### src/rtl/riscv_mem_pkg.sv
`default_nettype none
// ============================================================================
// Module   : riscv_mem_pkg
// Brief    : Shared types and constants for the IF/MEM memory port arbiter.
// Revision : 1.0 - initial release
// ============================================================================
package riscv_mem_pkg;

    typedef enum logic [1:0] {
        IDLE = 2'd0,
        REQ  = 2'd1,
        WAIT = 2'd2,
        RESP = 2'd3
    } arb_state_e;

    typedef enum logic [0:0] {
        OWN_IF = 1'b0,
        OWN_D  = 1'b1
    } owner_e;

    localparam logic [31:0] C_ERR_DATA = 32'hDEADBEEF;

endpackage
`default_nettype wire

### src/rtl/mem_port_arbiter_if.sv
`default_nettype none
// ============================================================================
// Module   : mem_port_arbiter_if
// Brief    : Fetch, data and memory handshakes of the shared memory port.
// Revision : 1.0 - initial release
// ============================================================================
interface mem_port_arbiter_if #(
    parameter int AW = 32,
    parameter int DW = 32
);
    logic            if_req;
    logic [AW-1:0]   if_addr;
    logic            if_gnt;
    logic            if_rvalid;
    logic [DW-1:0]   if_rdata;
    logic            if_err;

    logic            d_req;
    logic            d_we;
    logic [AW-1:0]   d_addr;
    logic [DW-1:0]   d_wdata;
    logic [DW/8-1:0] d_be;
    logic            d_gnt;
    logic            d_rvalid;
    logic [DW-1:0]   d_rdata;
    logic            d_err;

    logic            mem_req;
    logic            mem_we;
    logic [AW-1:0]   mem_addr;
    logic [DW-1:0]   mem_wdata;
    logic [DW/8-1:0] mem_be;
    logic            mem_gnt;
    logic            mem_rvalid;
    logic [DW-1:0]   mem_rdata;

    logic            bus_err;

    // Arbiter side
    modport slave (
        input  if_req, if_addr,
        output if_gnt, if_rvalid, if_rdata, if_err,
        input  d_req, d_we, d_addr, d_wdata, d_be,
        output d_gnt, d_rvalid, d_rdata, d_err,
        output mem_req, mem_we, mem_addr, mem_wdata, mem_be,
        input  mem_gnt, mem_rvalid, mem_rdata,
        output bus_err
    );

    // Pipeline + memory side
    modport master (
        output if_req, if_addr,
        input  if_gnt, if_rvalid, if_rdata, if_err,
        output d_req, d_we, d_addr, d_wdata, d_be,
        input  d_gnt, d_rvalid, d_rdata, d_err,
        input  mem_req, mem_we, mem_addr, mem_wdata, mem_be,
        output mem_gnt, mem_rvalid, mem_rdata,
        input  bus_err
    );
endinterface
`default_nettype wire

### src/rtl/mem_arb_watchdog.sv
`default_nettype none
// ============================================================================
// Module   : mem_arb_watchdog
// Brief    : Response timer; expire is high on the TIMEOUT-th enabled cycle.
// Revision : 1.0 - initial release
// ============================================================================
module mem_arb_watchdog #(
    parameter int TIMEOUT = 16
) (
    input  logic clk,
    input  logic reset,
    input  logic clr,
    input  logic en,
    output logic expire
);
    localparam int TW = (TIMEOUT > 1) ? $clog2(TIMEOUT) : 1;

    logic [TW-1:0] r_cnt;

    assign expire = en && (r_cnt == TW'(TIMEOUT - 1));

    always_ff @(posedge clk or negedge reset) begin
        if (!reset) begin
            r_cnt <= '0;
        end else if (clr) begin
            r_cnt <= '0;
        end else if (en && !expire) begin
            r_cnt <= r_cnt + 1'b1;
        end
    end
endmodule
`default_nettype wire

### src/rtl/mem_port_arbiter.sv
`default_nettype none
// ============================================================================
// Module   : mem_port_arbiter
// Brief    : Serialises IF fetches and MEM loads/stores onto one memory port.
// Revision : 1.0 - initial release
// ============================================================================
module mem_port_arbiter
    import riscv_mem_pkg::*;
#(
    parameter int            AW           = 32,
    parameter int            DW           = 32,
    parameter int            STARVE_LIMIT = 4,
    parameter int            TIMEOUT      = 16,
    parameter logic [DW-1:0] ERR_DATA     = DW'(C_ERR_DATA)
) (
    input  logic                clk,
    input  logic                reset,
    mem_port_arbiter_if.slave   bus
);
    localparam int SW = $clog2(STARVE_LIMIT + 1);

    arb_state_e      r_state, w_state_nxt;
    owner_e          r_owner, w_owner_nxt;
    logic [SW-1:0]   r_starve, w_starve_nxt;
    logic            r_we;
    logic [AW-1:0]   r_addr;
    logic [DW-1:0]   r_wdata;
    logic [DW/8-1:0] r_be;
    logic [DW-1:0]   r_rdata;
    logic            r_err;
    logic            r_bus_err;
    logic            w_latch, w_pick_d, w_expire, w_tmr_clr, w_tmr_en;
    logic            w_resp_if, w_resp_d;

    mem_arb_watchdog #(.TIMEOUT(TIMEOUT)) u_watchdog (
        .clk    (clk),
        .reset  (reset),
        .clr    (w_tmr_clr),
        .en     (w_tmr_en),
        .expire (w_expire)
    );

    always_comb begin
        w_state_nxt  = r_state;
        w_owner_nxt  = r_owner;
        w_starve_nxt = r_starve;
        w_latch      = 1'b0;
        w_pick_d     = 1'b0;
        w_tmr_clr    = 1'b0;
        w_tmr_en     = 1'b0;
        case (r_state)
            IDLE: begin
                // Data is the older instruction, unless fetch has waited too long
                w_pick_d = bus.d_req && !(bus.if_req && (r_starve == SW'(STARVE_LIMIT)));
                if (bus.d_req || bus.if_req) begin
                    w_latch     = 1'b1;
                    w_state_nxt = REQ;
                    w_owner_nxt = w_pick_d ? OWN_D : OWN_IF;
                end
                if (!bus.if_req || !w_pick_d) begin
                    w_starve_nxt = '0;
                end else if (r_starve != SW'(STARVE_LIMIT)) begin
                    w_starve_nxt = r_starve + 1'b1;
                end
            end
            REQ: begin
                if (bus.mem_gnt) begin
                    w_tmr_clr   = 1'b1;
                    w_state_nxt = WAIT;
                end
            end
            WAIT: begin
                w_tmr_en = 1'b1;
                if (bus.mem_rvalid || w_expire) begin
                    w_state_nxt = RESP;
                end
            end
            RESP:    w_state_nxt = IDLE;
            default: w_state_nxt = IDLE;
        endcase
    end

    always_ff @(posedge clk or negedge reset) begin
        if (!reset) begin
            r_state   <= IDLE;
            r_owner   <= OWN_IF;
            r_starve  <= '0;
            r_we      <= 1'b0;
            r_addr    <= '0;
            r_wdata   <= '0;
            r_be      <= '0;
            r_rdata   <= '0;
            r_err     <= 1'b0;
            r_bus_err <= 1'b0;
        end else begin
            r_state  <= w_state_nxt;
            r_owner  <= w_owner_nxt;
            r_starve <= w_starve_nxt;
            if (w_latch) begin
                r_we    <= w_pick_d ? bus.d_we    : 1'b0;
                r_addr  <= w_pick_d ? bus.d_addr  : bus.if_addr;
                r_wdata <= w_pick_d ? bus.d_wdata : '0;
                r_be    <= w_pick_d ? bus.d_be    : '1;
            end
            // A response arriving with the timeout still counts as a normal one
            if (r_state == WAIT) begin
                if (bus.mem_rvalid) begin
                    r_rdata <= r_we ? '0 : bus.mem_rdata;
                    r_err   <= 1'b0;
                end else if (w_expire) begin
                    r_rdata <= ERR_DATA;
                    r_err   <= 1'b1;
                end
            end
            if ((r_state == WAIT && !bus.mem_rvalid && w_expire) ||
                (r_state != WAIT && bus.mem_rvalid)) begin
                r_bus_err <= 1'b1;
            end
        end
    end

    assign w_resp_if = (r_state == RESP) && (r_owner == OWN_IF);
    assign w_resp_d  = (r_state == RESP) && (r_owner == OWN_D);

    assign bus.mem_req   = (r_state == REQ);
    assign bus.mem_we    = r_we;
    assign bus.mem_addr  = r_addr;
    assign bus.mem_wdata = r_wdata;
    assign bus.mem_be    = r_be;

    assign bus.if_gnt    = (r_state == REQ) && (r_owner == OWN_IF) && bus.mem_gnt;
    assign bus.if_rvalid = w_resp_if;
    assign bus.if_rdata  = w_resp_if ? r_rdata : '0;
    assign bus.if_err    = w_resp_if && r_err;

    assign bus.d_gnt     = (r_state == REQ) && (r_owner == OWN_D) && bus.mem_gnt;
    assign bus.d_rvalid  = w_resp_d;
    assign bus.d_rdata   = w_resp_d ? r_rdata : '0;
    assign bus.d_err     = w_resp_d && r_err;

    assign bus.bus_err   = r_bus_err;
endmodule
`default_nettype wire
### src/flat_wrapper.sv
// flat-port wrapper written by rule: the top's interface ports become plain ports
module mem_port_arbiter_flat import riscv_mem_pkg::*;
#(
    parameter int            AW           = 32,
    parameter int            DW           = 32,
    parameter int            STARVE_LIMIT = 4,
    parameter int            TIMEOUT      = 16,
    parameter logic [DW-1:0] ERR_DATA     = DW'(C_ERR_DATA)
)
  (clk, reset, bus_if_req, bus_if_addr, bus_if_gnt, bus_if_rvalid, bus_if_rdata, bus_if_err, bus_d_req, bus_d_we, bus_d_addr, bus_d_wdata, bus_d_be, bus_d_gnt, bus_d_rvalid, bus_d_rdata, bus_d_err, bus_mem_req, bus_mem_we, bus_mem_addr, bus_mem_wdata, bus_mem_be, bus_mem_gnt, bus_mem_rvalid, bus_mem_rdata, bus_bus_err);
  mem_port_arbiter_if #(.AW(AW), .DW(DW)) bus_i ();
  input  logic clk;
  input  logic reset;
  input wire logic [$bits(bus_i.if_req)-1:0] bus_if_req;
  input wire logic [$bits(bus_i.if_addr)-1:0] bus_if_addr;
  output wire logic [$bits(bus_i.if_gnt)-1:0] bus_if_gnt;
  output wire logic [$bits(bus_i.if_rvalid)-1:0] bus_if_rvalid;
  output wire logic [$bits(bus_i.if_rdata)-1:0] bus_if_rdata;
  output wire logic [$bits(bus_i.if_err)-1:0] bus_if_err;
  input wire logic [$bits(bus_i.d_req)-1:0] bus_d_req;
  input wire logic [$bits(bus_i.d_we)-1:0] bus_d_we;
  input wire logic [$bits(bus_i.d_addr)-1:0] bus_d_addr;
  input wire logic [$bits(bus_i.d_wdata)-1:0] bus_d_wdata;
  input wire logic [$bits(bus_i.d_be)-1:0] bus_d_be;
  output wire logic [$bits(bus_i.d_gnt)-1:0] bus_d_gnt;
  output wire logic [$bits(bus_i.d_rvalid)-1:0] bus_d_rvalid;
  output wire logic [$bits(bus_i.d_rdata)-1:0] bus_d_rdata;
  output wire logic [$bits(bus_i.d_err)-1:0] bus_d_err;
  output wire logic [$bits(bus_i.mem_req)-1:0] bus_mem_req;
  output wire logic [$bits(bus_i.mem_we)-1:0] bus_mem_we;
  output wire logic [$bits(bus_i.mem_addr)-1:0] bus_mem_addr;
  output wire logic [$bits(bus_i.mem_wdata)-1:0] bus_mem_wdata;
  output wire logic [$bits(bus_i.mem_be)-1:0] bus_mem_be;
  input wire logic [$bits(bus_i.mem_gnt)-1:0] bus_mem_gnt;
  input wire logic [$bits(bus_i.mem_rvalid)-1:0] bus_mem_rvalid;
  input wire logic [$bits(bus_i.mem_rdata)-1:0] bus_mem_rdata;
  output wire logic [$bits(bus_i.bus_err)-1:0] bus_bus_err;
  assign bus_i.if_req = bus_if_req;
  assign bus_i.if_addr = bus_if_addr;
  assign bus_if_gnt = bus_i.if_gnt;
  assign bus_if_rvalid = bus_i.if_rvalid;
  assign bus_if_rdata = bus_i.if_rdata;
  assign bus_if_err = bus_i.if_err;
  assign bus_i.d_req = bus_d_req;
  assign bus_i.d_we = bus_d_we;
  assign bus_i.d_addr = bus_d_addr;
  assign bus_i.d_wdata = bus_d_wdata;
  assign bus_i.d_be = bus_d_be;
  assign bus_d_gnt = bus_i.d_gnt;
  assign bus_d_rvalid = bus_i.d_rvalid;
  assign bus_d_rdata = bus_i.d_rdata;
  assign bus_d_err = bus_i.d_err;
  assign bus_mem_req = bus_i.mem_req;
  assign bus_mem_we = bus_i.mem_we;
  assign bus_mem_addr = bus_i.mem_addr;
  assign bus_mem_wdata = bus_i.mem_wdata;
  assign bus_mem_be = bus_i.mem_be;
  assign bus_i.mem_gnt = bus_mem_gnt;
  assign bus_i.mem_rvalid = bus_mem_rvalid;
  assign bus_i.mem_rdata = bus_mem_rdata;
  assign bus_bus_err = bus_i.bus_err;
  mem_port_arbiter #(.AW(AW), .DW(DW), .STARVE_LIMIT(STARVE_LIMIT), .TIMEOUT(TIMEOUT), .ERR_DATA(ERR_DATA)) u_core (.clk(clk), .reset(reset), .bus(bus_i));
endmodule
### config.mk
export PLATFORM = sky130hd
export DESIGN_NAME = mem_port_arbiter_flat
export DESIGN_NICKNAME = d
export VERILOG_FILES = /design/src/rtl/riscv_mem_pkg.sv /design/src/rtl/mem_port_arbiter_if.sv /design/src/rtl/mem_arb_watchdog.sv /design/src/rtl/mem_port_arbiter.sv /design/src/flat_wrapper.sv
export SDC_FILE = /design/constraint.sdc
export NUM_CORES = 1
export LEC_CHECK = 0
export CAP_MARGIN = 30
export CORE_MARGIN = 2
export CORE_UTILIZATION = 36
export DETAILED_ROUTE_END_ITERATION = 10
export PLACE_DENSITY = 0.86
export RECOVER_POWER = 100
export SYNTH_ARGS = -nofsm -noshare
export SYNTH_HDL_FRONTEND = slang
export SYNTH_HIERARCHICAL = 1
export SYNTH_SLANG_ARGS = --single-unit
### constraint.sdc
create_clock -name clk -period 1.9 [get_ports clk]
set_input_delay 0.57 -clock clk [delete_from_list [all_inputs] [get_ports clk]]
set_output_delay 0.57 -clock clk [all_outputs]
set_load 0.01 [all_outputs]
==> key figures, run 1 <==
Clock network
  • Clock slew at reported path FFs: 0.05 ns
  • CTS root buf: clkbuf_16
  • H-tree depth: 4
  • CTS Sinks: 113
  • Worst skew pair latency: roughly 0.41 ns
  • Num CTS Buffers: 17
  • Max Root-Sink Buffers: 2
  • CTS tree: built
  • CTS Hold Bufs: 0

Routing
  • Initial DRC count: ~360
  • Drt drc: 0
  • DR WL/cell: 20.2 um
  • Drt via density: 5.44
  • Vias: 5482
  • Total length of routed wires: 20.4 mm
  • DR pass1 iterations: 5
  • Routed Antenna Nets: 0

Logic synthesis
  • Synth area leaders: dfrtp_1 53%, a22o_1 5.4%, o32ai_1 5.3%
  • Post-Synth XOR/XNOR Area: 0%
  • Cell variety after synth: 43
  • Synth Flop Type: dfrtp_1
  • Post-Synth Adder-Cell Area: 1.64%
  • Mux contribution to synthesized area: 0.868%
  • Synth Warn #: 6
  • Largest family of logic cells by synthesized area: simple AND/OR/NAND/NOR gates
  • Top cell type by total area after synthesis: dfrtp_1
  • Count of flip-flops with a built-in enable after synthesis: 0
  • Post-synth top area share: 53.0%
  • Syn_nets: 643
  • Ys async rst share: 100%
  • Seq/Total Area, Yosys: between 50% and 60%
  • Mapped cell area: 5330 sq um
  • FF+latch count, synth: ~110
  • Synth Area in Simple Gates: 20.9%
  • Synthesized area per cell: roughly 11 sq um
  • Complex-gate fraction of the synthesized area: 18.4%
  • Synth Instances: 497

Finish
  • Final Util: 67.1%
  • Most frequent cells in the layout: 140 x clkdlybuf4s50_1, 113 x dfrtp_1, 67 x buf_6
  • Register area: 2830 sq um
  • Share of cells above drive strength 1: a little under a third
  • Finished Layout Cells: 1008
  • Syn-to-layout area delta: 82.2%
  • FILL cells: 1042
  • Multi-input logic area: 2590 sq um
  • Antenna fix cells: 0
  • Commonest non-fill, non-tap cell in the layout: clkdlybuf4s50_1
  • # nets final: about 960

Run
  • Max-cap violations: 0

Placement
  • HPWL after DPL: 12.0 mm
  • Dpl cells: between 900 and 1000
  • Post-placement setup slack: -0.540 ns
  • Port Buf Inserts: 279
  • GP Congestion: 0.792

Critical path
  • Setup crit end kind: output pin
  • Critical path data required time: approximately 1.3 ns
  • Critical path class: flip-flop to output pin
  • Flop2flop setup slack: -0.12 ns
  • Worst-path fanout max: 7
  • CP Data Arrival Time: 1.75 ns
  • Startpoint Class: flip-flop

STA
  • Max Freq: 430 MHz
  • Layout Skew: ~0.007 ns
  • Final hold violation count: 0
  • Fin crit share: 122%
  • Min Tclk post-route: 2.32 ns
  • Count of final setup violators: 146
  • Final Max Tran Viols: 0
  • Slew @ Worst Pin: 1.47 ns
  • Setup TNS Final: -26.32 ns
  • RSZ-0062 raised after global routing: yes
  • Slew headroom: 2.17%
  • WHS: about 0.47 ns
  • Worst setup margin: -0.425 ns

Floorplanning
  • Num rows: 44
  • Total core area: 14500 sq um
  • Height of the die: 126 um
  • Die width: 126 um
  • I/O Pins: between 200 and 300
  • Area of the die: between 15000 and 20000 sq um
  • Starting density of the core: 36.8%

Pwr
  • Cell area power density: about 1500 nW/um^2
  • Leakage: 4.24 nW
  • Maximum vdd drop: 0.771 mV

Global routing
  • Global route overflow: 0
  • Largest net degree at the start of global routing: 64
  • Vias in the first global route: 5508
  • GRT Util Overall: 23.8%
  • Initial antenna violation count: 0
  • First-pass GRT wire length: 29.4 mm

Hold path
  • Hold/Removal Path Class: flip-flop to flip-flop

Outcome
  • Status: finished with violations
  • Violated checks: setup timing
## layer usage
metal | GRT usage, % | vias to the layer above | wire length [um]
li1 | - | 2439 | -
met1 | 26.3 | 2657 | 7450
met2 | 42.0 | 337 | 10600
met4 | 9.87 | 0 | 627
met3 | 7.77 | 49 | 1700
met5 | 0 | - | 0
## stage by stage
| step | area (sq um) | total power [mW] |
|---|---|---|
| after CTS | 9440 | 14.5 |
| after floorplan | 5330 | 7.26 |
| final | 9720 | 15.0 |
| after global routing | 9720 | 15.8 |
| after global placement | 8540 | 10.5 |
| after detailed placement | 8540 | 10.7 |
## cell families after synthesis
logic type | after synthesis
AOI/OAI and AO/OA | 117
adders and majority gates | 7
buffers and inverters | 52
DFF | 113
muxes | 4
and+or+nand+nor | 204
## sequential cells by signal (all words and copies together) (netlist names)
register and flops:
u_core/r_owner 1, u_core/r_starve 3, u_core/bus.mem_addr 32, u_core/r_err 1
u_core/r_state 2, u_core/bus.mem_be 4, u_core/bus.mem_wdata 32, u_core/r_rdata 32
u_core/u_watchdog/r_cnt 4, u_core/bus.mem_we 1, u_core/bus.bus_err 1
## path summary, 6_finish.rpt
kind | cells after the start | end | start
min in group asynchronous | 2 | u_core/bus.mem_addr[28] | reset
worst max register to register | 9 | u_core/r_state[1] | u_core/r_state[1]
worst max-delay path | 6 | bus_if_rdata[29] | u_core/r_state[0]
worst min register to register | 1 | u_core/bus.bus_err | u_core/bus.bus_err
worst min-delay path | 1 | u_core/bus.bus_err | u_core/bus.bus_err
max in group asynchronous | 2 | u_core/r_owner | reset
## power breakdown
group	switching [mW]	internal, mW	leakage [nW]
Clock	1.22	1.98	0.276
Sequential	0.847	3.52	1.34
Combinational	3.40	4.09	2.62
## critical path: stages, from the launching register on
cell and delay [ns]:
dfrtp_1 0.41, ha_4 0.19, and2b_4 0.22, buf_16 0.15, buf_6 0.11, and2_4 0.15
buf_6 0.11
## cell type report
| cell class | count | share of cell area, % |
|---|---|---|
| repair buffers | 340 | 35.5 |
| inverters | 6 | 0.258 |
| multi-input cells | 333 | 26.7 |
| flip-flops and latches | 113 | 29.1 |
| clock buffers | 18 | 4.52 |
| well taps | 184 | 2.37 |
| clock inverters | 14 | 1.60 |
## what timing repair did
item                       4_1_cts  5_1_grt
buffers inserted                11        5
cloned                           7        0
setup endpoints to repair      142      131
resized for setup              426       90
pin swaps                       19        6
## synthesized netlist by cell type, drive strengths merged, types with 2 or more instances
library cell,n
o32ai,32
inv,6
dfrtp,113
nor2,36
a21oi,3
and2,35
nor3,34
nand4,2
nand2b,2
o22a,28
a21o,2
mux2i,2
nand3,2
o21ai,11
nand2,24
nor2b,29
ha,7
a22o,33
and3,36
buf,28
clkbuf,18
mux2,2
Note: power is estimated with default switching activity, not from simulation.
==> run 2, diff against run 1 <==
--- a/config.mk
+++ b/config.mk
@@ -5,9 +5,10 @@
 export SDC_FILE = /design/constraint.sdc
 export NUM_CORES = 1
 export LEC_CHECK = 0
+export ABC_AREA = 1
 export CAP_MARGIN = 30
 export CORE_MARGIN = 2
-export CORE_UTILIZATION = 36
+export CORE_UTILIZATION = 37
 export DETAILED_ROUTE_END_ITERATION = 10
 export PLACE_DENSITY = 0.86
 export RECOVER_POWER = 100
==> run 2 against run 1 <==
  * The run still ends with setup timing left
  * Clock power down 4%
  * Non-clock buffer count decreased by 3
  * Area after synthesis is 9.7% higher
  * Clock-buffer cell count unchanged
  * Maximum frequency rose by 7.1%
  * Sequential power down 4.6%
  * Worst setup slack better by 0.15 ns
  * Flip-flop and latch count is the same
  * Critical path type unchanged
  * Critical endpoint is now bus_if_rdata[25]
==> key figures, run 2 <==
Logic synthesis
  • Post-Synth Adder-Cell Area: 1.50% (was 1.64%)
  • Synth area leaders: dfrtp_1 48%, nand2_1 13%, inv_1 10% (was dfrtp_1 53%, a22o_1 5.4%, o32ai_1 5.3%)
  • Seq/Total Area, Yosys: 48.3% (was 53.0%)
  • Mux contribution to synthesized area: 0% (was 0.868%)
  • Syn_nets: 949 (was 643)
  • Post-synth top area share: 48.3% (was 53.0%)
  • Synth Instances: 803 (was 497)
  • Top cell type by total area after synthesis: dfrtp_1 (unchanged)
  • Complex-gate fraction of the synthesized area: 8.68% (was 18.4%)
  • Synthesized area per cell: 7.29 sq um (was 10.7 sq um)
  • Cell variety after synth: 25 (was 43)
  • Synth Area in Simple Gates: 25.3% (was 20.9%)
  • Post-Synth XOR/XNOR Area: 0.150% (was 0%)
  • Synth Flop Type: dfrtp_1 (unchanged)
  • Mapped cell area: 5850 sq um (was 5330 sq um)
  • Ys async rst share: 100% (unchanged)
  • Count of flip-flops with a built-in enable after synthesis: 0 (unchanged)
  • Largest family of logic cells by synthesized area: simple AND/OR/NAND/NOR gates (unchanged)
  • Count leader, synth: nand2_1 (was dfrtp_1)
  • Synth Warn #: 6 (unchanged)
  • Post-synth top cells: 197 x nand2_1, 158 x inv_1, 113 x dfrtp_1, 81 x nor2_1, 49 x a21oi_1 (was 113 x dfrtp_1, 36 x and3_1, 35 x and2_1, 35 x nor2_1, 34 x nor3_1)
  • FF+latch count, synth: 113 (unchanged)

Clock network
  • CTS root buf: clkbuf_16 (unchanged)
  • Clock slew at reported path FFs: 0.06 ns (was 0.05 ns)
  • Num CTS Buffers: 17 (unchanged)
  • CTS Sinks: 113 (unchanged)
  • Max Root-Sink Buffers: 2 (unchanged)
  • CTS Hold Bufs: 0 (unchanged)
  • Worst skew pair latency: 0.41 ns (about the same)
  • CTS tree: built (unchanged)
  • H-tree depth: 4 (unchanged)

Finish
  • Register area: 2830 sq um (about the same)
  • Commonest non-fill, non-tap cell in the layout: nand2_1 (was clkdlybuf4s50_1)
  • Multi-input logic area: 2370 sq um (was 2590 sq um)
  • Finished Cell Area: 10100 sq um (was 9720 sq um)
  • # nets final: 1266 (was 957)
  • Most frequent cells in the layout: 194 x nand2_1, 154 x inv_1, 145 x clkdlybuf4s50_1 (was 140 x clkdlybuf4s50_1, 113 x dfrtp_1, 67 x buf_6)
  • Syn-to-layout area delta: 71.8% (was 82.2%)
  • FILL cells: 1270 (was 1042)
  • Share of cells above drive strength 1: 22.0% (was 30.1%)

Critical path
  • R2r startpoint: u_core/r_state[0] (was u_core/r_state[1])
  • Critical path class: flip-flop to output pin (unchanged)
  • CP endpoint: bus_if_rdata[25] (was bus_if_rdata[29])
  • R2R depth: 11 (was 9)
  • Startpoint Class: flip-flop (unchanged)
  • Setup crit end kind: output pin (unchanged)
  • CP Data Arrival Time: 1.60 ns (was 1.75 ns)
  • Critical path data required time: 1.33 ns (about the same)
  • Worst-path fanout max: 7 (unchanged)
  • Flop2flop setup slack: -0.06 ns (was -0.12 ns)
  • Worst Setup SP: u_core/r_state[0] (unchanged)
  • Worst flop-to-flop path endpoint: u_core/r_rdata[21] (was u_core/r_state[1])

STA
  • RSZ-0062 raised after global routing: yes (unchanged)
  • Min Tclk post-route: 2.17 ns (was 2.32 ns)
  • Worst setup margin: -0.270 ns (was -0.425 ns)
  • Slew @ Worst Pin: 1.43 ns (was 1.47 ns)
  • Setup TNS Final: -12.02 ns (was -26.32 ns)
  • Max Freq: 461 MHz (was 430 MHz)
  • Layout Skew: 0.00839 ns (was 0.00706 ns)
  • Fin crit share: 114% (was 122%)
  • WHS: 0.472 ns (was 0.471 ns)
  • Final Max Tran Viols: 0 (unchanged)
  • Final hold violation count: 0 (unchanged)
  • Slew headroom: 4.59% (was 2.17%)
  • Count of final setup violators: 74 (was 146)

Hold path
  • Hold/Removal Path Class: flip-flop to flip-flop (unchanged)
  • Hold Crit Depth: 2 (was 1)

Routing
  • DR WL/cell: 15.1 um (was 20.2 um)
  • Initial DRC count: 265 (was 364)
  • Vias: 6231 (was 5482)
  • Routed Antenna Nets: 0 (unchanged)
  • DR pass1 iterations: 5 (unchanged)
  • Drt via density: 4.63 (was 5.44)
  • Total length of routed wires: 20.3 mm (was 20.4 mm)
  • Drt drc: 0 (unchanged)

Global routing
  • GRT Util Overall: 22.6% (was 23.8%)
  • First-pass GRT wire length: 29.7 mm (was 29.4 mm)
  • Global route overflow: 0 (unchanged)
  • Largest net degree at the start of global routing: 63 (was 64)
  • Initial antenna violation count: 1 (was 0)
  • Vias in the first global route: 5997 (was 5508)

Floorplanning
  • Area of the die: 16800 sq um (was 15800 sq um)
  • Starting density of the core: 38.2% (was 36.8%)
  • Die width: 130 um (was 126 um)
  • Num rows: 45 (was 44)
  • Height of the die: 130 um (was 126 um)
  • Total core area: 15300 sq um (was 14500 sq um)
  • I/O Pins: 280 (unchanged)

Outcome
  • Violated checks: setup timing (unchanged)
  • Status: finished with violations (unchanged)

Pwr
  • Cell area power density: 1480 nW/um^2 (was 1550 nW/um^2)
  • Logic pwr share: 51.3% (was 49.8%)
  • Leakage: 5.31 nW (was 4.24 nW)
  • Maximum vdd drop: 0.834 mV (was 0.771 mV)
  • Switching share of power: 39.9% (was 36.3%)
  • Register share of total power: 28.1% (was 29.0%)
  • Clock power share: 20.6% (was 21.3%)
  • Pint: 8.92 mW (was 9.58 mW)
  • Psw: 5.91 mW (was 5.47 mW)

Placement
  • HPWL after DPL: 13.5 mm (was 12.0 mm)
  • Port Buf Inserts: 279 (unchanged)
  • Cell Area, Placed: 9090 sq um (was 8540 sq um)
  • GP Congestion: 0.821 (was 0.792)

Run
  • Max-cap violations: 0 (unchanged)
## run 2: changes by cell type in the layout (fill, tap and decap cells not counted), sizes merged, moves of 34 or more
cell / previous run / this run
and3: 36 / 0
nor2: 36 / 82
nor3: 34 / 0
and2: 35 / 0
nand2: 24 / 219
o21ai: 11 / 48
inv: 10 / 166
nand3: 2 / 48
a21oi: 3 / 50
## run 2: power groups by stage
| stage | registers [mW] | clock network, mW | logic, mW |
|---|---|---|---|
| after floorplan | 4.43 | 0 | 2.98 |
| after global placement | 4.10 | 0 | 6.67 |
| after global routing | 4.29 | 3.23 | 8.29 |
| after detailed placement | 4.14 | 0 | 6.86 |
| final | 4.16 | 3.06 | 7.62 |
| after CTS | 4.14 | 3.12 | 7.00 |
## run 2: what timing repair did
| item | 4_1_cts | 5_1_grt |
|---|---|---|
| gates resized for setup | 382 | 105 |
| endpoints found under the setup margin | 107 | 165 |
| gates cloned | 4 | 3 |
| buffers inserted | 6 | 8 |
| pin swaps | 3 | 7 |
## run 2: area by class of cell
type,instances,area share (%)
Antenna cell,1,0.0249
Clock buffer,18,4.37
Clock inverter,14,1.32
Inverter,189,7.12
Multi-Input combinational cell,462,23.6
Sequential cell,113,28.1
Tap cell,211,2.63
Timing Repair Buffer,337,32.8
## run 2: cell families (layout without fill, tap and decap cells)
logic type / count (synthesis) / after routing
buffers and inverters: 228 / 558
adder cells (fa/ha/maj): 7 / 7
AND/OR/NAND/NOR: 355 / 355
other: 0 / 1
flip-flops: 113 / 113
AO/OA/AOI/OAI: 99 / 99
XOR/XNOR: 1 / 1
## run 2: worst min-delay path by stage
stage	startpoint	endpoint	slack [ns]
5_1_grt	u_core/bus.mem_addr[18]	u_core/bus.mem_addr[18]	0.49
3_3_place_gp	u_core/bus.bus_err	u_core/bus.bus_err	0.46
6_report	u_core/bus.mem_addr[25]	u_core/bus.mem_addr[25]	0.47
2_1_floorplan	reset	u_core/bus.bus_err	0.27
3_5_place_dp	u_core/bus.mem_addr[18]	u_core/bus.mem_addr[18]	0.46
4_1_cts	reset	u_core/bus.mem_addr[2]	0.15
## run 2: layer usage
metal  vias up  share of wire, %  global-route usage (%)  wire length, um
met5         -                 0                       0                0
met4         0               2.5                    8.41              499
met3        37               8.8                    7.22             1790
met2       276                52                    40.9            10600
met1      2899                37                    24.6             7420
li1       3019                 -                       -                -
## run 2: worst max-delay path, cell delays in order (launching register included)
cell     delay (ns)
dfrtp_1        0.38
ha_4           0.20
nand2_8        0.10
buf_12         0.16
buf_6          0.13
nor2_1         0.09
buf_2          0.14
## run 2: metrics by stage
stage               total power, mW  worst slack (ns)  instances  utilization (%)
finish                         14.8            -0.270       1345             65.6
global route                   15.8            -0.346       1345             65.6
CTS                            14.3            -0.299       1334             63.2
detailed placement             11.0            -0.490       1292             59.3
global placement               10.8            -0.430       1292             59.3
floorplan                      7.41             0.180        803                -
==> run 3, diff against run 2 <==
--- a/config.mk
+++ b/config.mk
@@ -7,11 +7,11 @@
 export LEC_CHECK = 0
 export ABC_AREA = 1
 export CAP_MARGIN = 30
-export CORE_MARGIN = 2
 export CORE_UTILIZATION = 37
 export DETAILED_ROUTE_END_ITERATION = 10
 export PLACE_DENSITY = 0.86
 export RECOVER_POWER = 100
+export SKIP_CTS_REPAIR_TIMING = 1
 export SYNTH_ARGS = -nofsm -noshare
 export SYNTH_HDL_FRONTEND = slang
 export SYNTH_HIERARCHICAL = 1
==> run 3 against run 2 <==
  * The run still ends with setup timing left
  * Non-clock buffer count shrank 16
  * Power down 5.2%
  * Sequential power hardly changed
  * Clock power up 6.5%
  * Combinational power shrank 12%
  * Die area decreased by 3.1%
  * Register-to-register slack improved by 0.03 ns
  * Cell area is 2.8% lower
  * Utilization shrank 1.8 points
  * Flip-flop and latch count stayed put
==> key figures, run 3 (synthesis gave the netlist of run 2 again) <==
Finish
  • # nets final: 1250 (was 1266)
  • Antenna fix cells: 0 (was 1)
  • Syn-to-layout area delta: 67.0% (was 71.8%)
  • Commonest non-fill, non-tap cell in the layout: nand2_1 (unchanged)
  • Finished Layout Cells: 1328 (was 1345)
  • Share of cells above drive strength 1: 16.2% (was 22.0%)
  • Most frequent cells in the layout: 194 x nand2_1, 157 x inv_1, 138 x clkdlybuf4s50_1 (was 194 x nand2_1, 154 x inv_1, 145 x clkdlybuf4s50_1)

Floorplanning
  • Height of the die: 128 um (was 130 um)
  • Starting density of the core: 38.2% (unchanged)
  • Num rows: 45 (unchanged)
  • Area of the die: 16300 sq um (was 16800 sq um)
  • I/O Pins: 280 (unchanged)
  • Die width: 128 um (was 130 um)
  • Total core area: 15300 sq um (unchanged)

Global routing
  • Global route overflow: 0 (unchanged)
  • GRT Util Overall: 21.9% (was 22.6%)
  • First-pass GRT wire length: 27.7 mm (was 29.7 mm)
  • Initial antenna violation count: 0 (was 1)
  • Largest net degree at the start of global routing: 71 (was 63)
  • Vias in the first global route: 5671 (was 5997)

Clock network
  • Max Root-Sink Buffers: 2 (unchanged)
  • CTS tree: built (unchanged)
  • Clock slew at reported path FFs: 0.06 ns (about the same)
  • Num CTS Buffers: 17 (unchanged)
  • H-tree depth: 4 (unchanged)
  • CTS root buf: clkbuf_16 (unchanged)
  • CTS Sinks: 113 (unchanged)
  • Worst skew pair latency: 0.41 ns (about the same)

Pwr
  • Pwr Total: 14.1 mW (was 14.8 mW)
  • Logic pwr share: 47.5% (was 51.3%)
  • Leakage: 6.24 nW (was 5.31 nW)
  • Psw: 5.36 mW (was 5.91 mW)
  • Pint: 8.71 mW (was 8.92 mW)
  • Clock power share: 23.1% (was 20.6%)
  • Switching share of power: 38.1% (was 39.9%)
  • Cell area power density: 1440 nW/um^2 (was 1480 nW/um^2)
  • Register share of total power: 29.3% (was 28.1%)
  • Maximum vdd drop: 0.894 mV (was 0.834 mV)

Critical path
  • R2r startpoint: u_core/r_state[1] (was u_core/r_state[0])
  • Flop2flop setup slack: -0.03 ns (was -0.06 ns)
  • CP Data Arrival Time: 1.57 ns (was 1.60 ns)
  • Critical path data required time: 1.33 ns (about the same)
  • R2R depth: 9 (was 11)
  • Startpoint Class: flip-flop (unchanged)
  • Critical path class: flip-flop to output pin (unchanged)
  • Setup crit end kind: output pin (unchanged)
  • Worst-path fanout max: 17 (was 7)
  • Worst flop-to-flop path endpoint: u_core/bus.mem_be[3] (was u_core/r_rdata[21])

Hold path
  • Hold Crit Depth: 2 (unchanged)
  • Hold path endpoint: u_core/bus.mem_addr[24] (was u_core/bus.mem_addr[25])
  • Worst Min Path Start: u_core/bus.mem_addr[24] (was u_core/bus.mem_addr[25])
  • Hold/Removal Path Class: flip-flop to flip-flop (unchanged)

STA
  • Slew @ Worst Pin: 1.05 ns (was 1.43 ns)
  • Final Max Tran Viols: 0 (unchanged)
  • Worst setup margin: -0.239 ns (was -0.270 ns)
  • Slew headroom: 29.9% (was 4.59%)
  • Final hold violation count: 0 (unchanged)
  • Min Tclk post-route: 2.14 ns (was 2.17 ns)
  • Fin crit share: 113% (was 114%)
  • RSZ-0062 raised after global routing: yes (unchanged)
  • Layout Skew: 0.00743 ns (was 0.00839 ns)
  • Count of final setup violators: 82 (was 74)
  • Max Freq: 468 MHz (was 461 MHz)

Outcome
  • Status: finished with violations (unchanged)
  • Violated checks: setup timing (unchanged)

Routing
  • DR pass1 iterations: 5 (unchanged)
  • DR WL/cell: 13.9 um (was 15.1 um)
  • Vias: 6055 (was 6231)
  • Routed Antenna Nets: 0 (unchanged)
  • Drt drc: 0 (unchanged)
  • Drt via density: 4.56 (was 4.63)
  • Initial DRC count: 208 (was 265)
  • Total length of routed wires: 18.5 mm (was 20.3 mm)

Placement
  • Port Buf Inserts: 279 (unchanged)
  • GP Congestion: 0.787 (was 0.821)
  • Dpl cells: 1288 (was 1292)
  • HPWL after DPL: 12.7 mm (was 13.5 mm)

Run
  • Max-cap violations: 0 (unchanged)
## run 3: changes by cell type in the layout (fill, tap and decap cells not counted), sizes merged
cell	delta
dlymetal6s2s	+86
bufinv	+2
clkdlybuf4s50	-7
dlygate4sd3	-1
diode	-1
clkinv	+2
buf	-35
inv	+1
clkinvlp	-4
clkdlybuf4s25	-28
dlygate4sd2	-32
## run 3: power by group through the flow
stage	registers [mW]	clock network [mW]	logic, mW
finish	4.13	3.26	6.69
global route	4.25	3.48	7.34
CTS	4.14	3.33	6.75
detailed placement	4.14	0	6.72
global placement	4.11	0	6.55
floorplan	4.43	0	2.98
## run 3: worst max path at each step
stage | start | cells after the start | to
finish | u_core/r_state[1] | 5 | bus_if_rdata[12]
global route | u_core/r_state[1] | 5 | bus_if_rdata[13]
CTS | u_core/r_state[1] | 5 | bus_if_rdata[19]
detailed placement | bus_mem_gnt | 4 | bus_d_gnt
global placement | bus_mem_gnt | 4 | bus_d_gnt
floorplan | u_core/r_state[0] | 4 | bus_d_rvalid
## run 3: critical path, cell delays in order (launching register included)
cell            delay, ns
dfrtp_1              0.43
ha_4                 0.20
nand2_4              0.13
buf_12               0.17
nor2_1               0.05
dlymetal6s2s_1       0.17
## run 3: metal layers
layer | vias up | routed length [um] | track usage [%]
li1 | 2976 | - | -
met1 | 2783 | 7100 | 24.6
met2 | 272 | 9420 | 38.7
met3 | 24 | 1590 | 7.05
met4 | 0 | 361 | 8.30
met5 | - | 0 | 0
## run 3: final cells by class
class / count / area (sq um)
inverter: 189 / 712
timing repair buffer: 321 / 3190
fill: 1276 / 5540
clock buffer: 17 / 425
clock inverter: 15 / 184
tap: 211 / 264
sequential: 113 / 2830
multi-input combinational: 462 / 2170
## run 3: stage by stage
stage          setup WS (ns)  setup TNS (ns)  utilization [%]  hold WS (ns)  instance area, sq um
6_report              -0.239          -13.84             63.8         0.473                  9770
3_3_place_gp          -0.424          -14.38             59.0         0.461                  9030
2_1_floorplan          0.180               0                -         0.274                  5850
4_1_cts               -0.616          -40.53             63.0         0.178                  9640
3_5_place_dp          -0.449          -19.10             59.0         0.464                  9030
5_1_grt               -0.282          -20.87             63.8         0.492                  9770
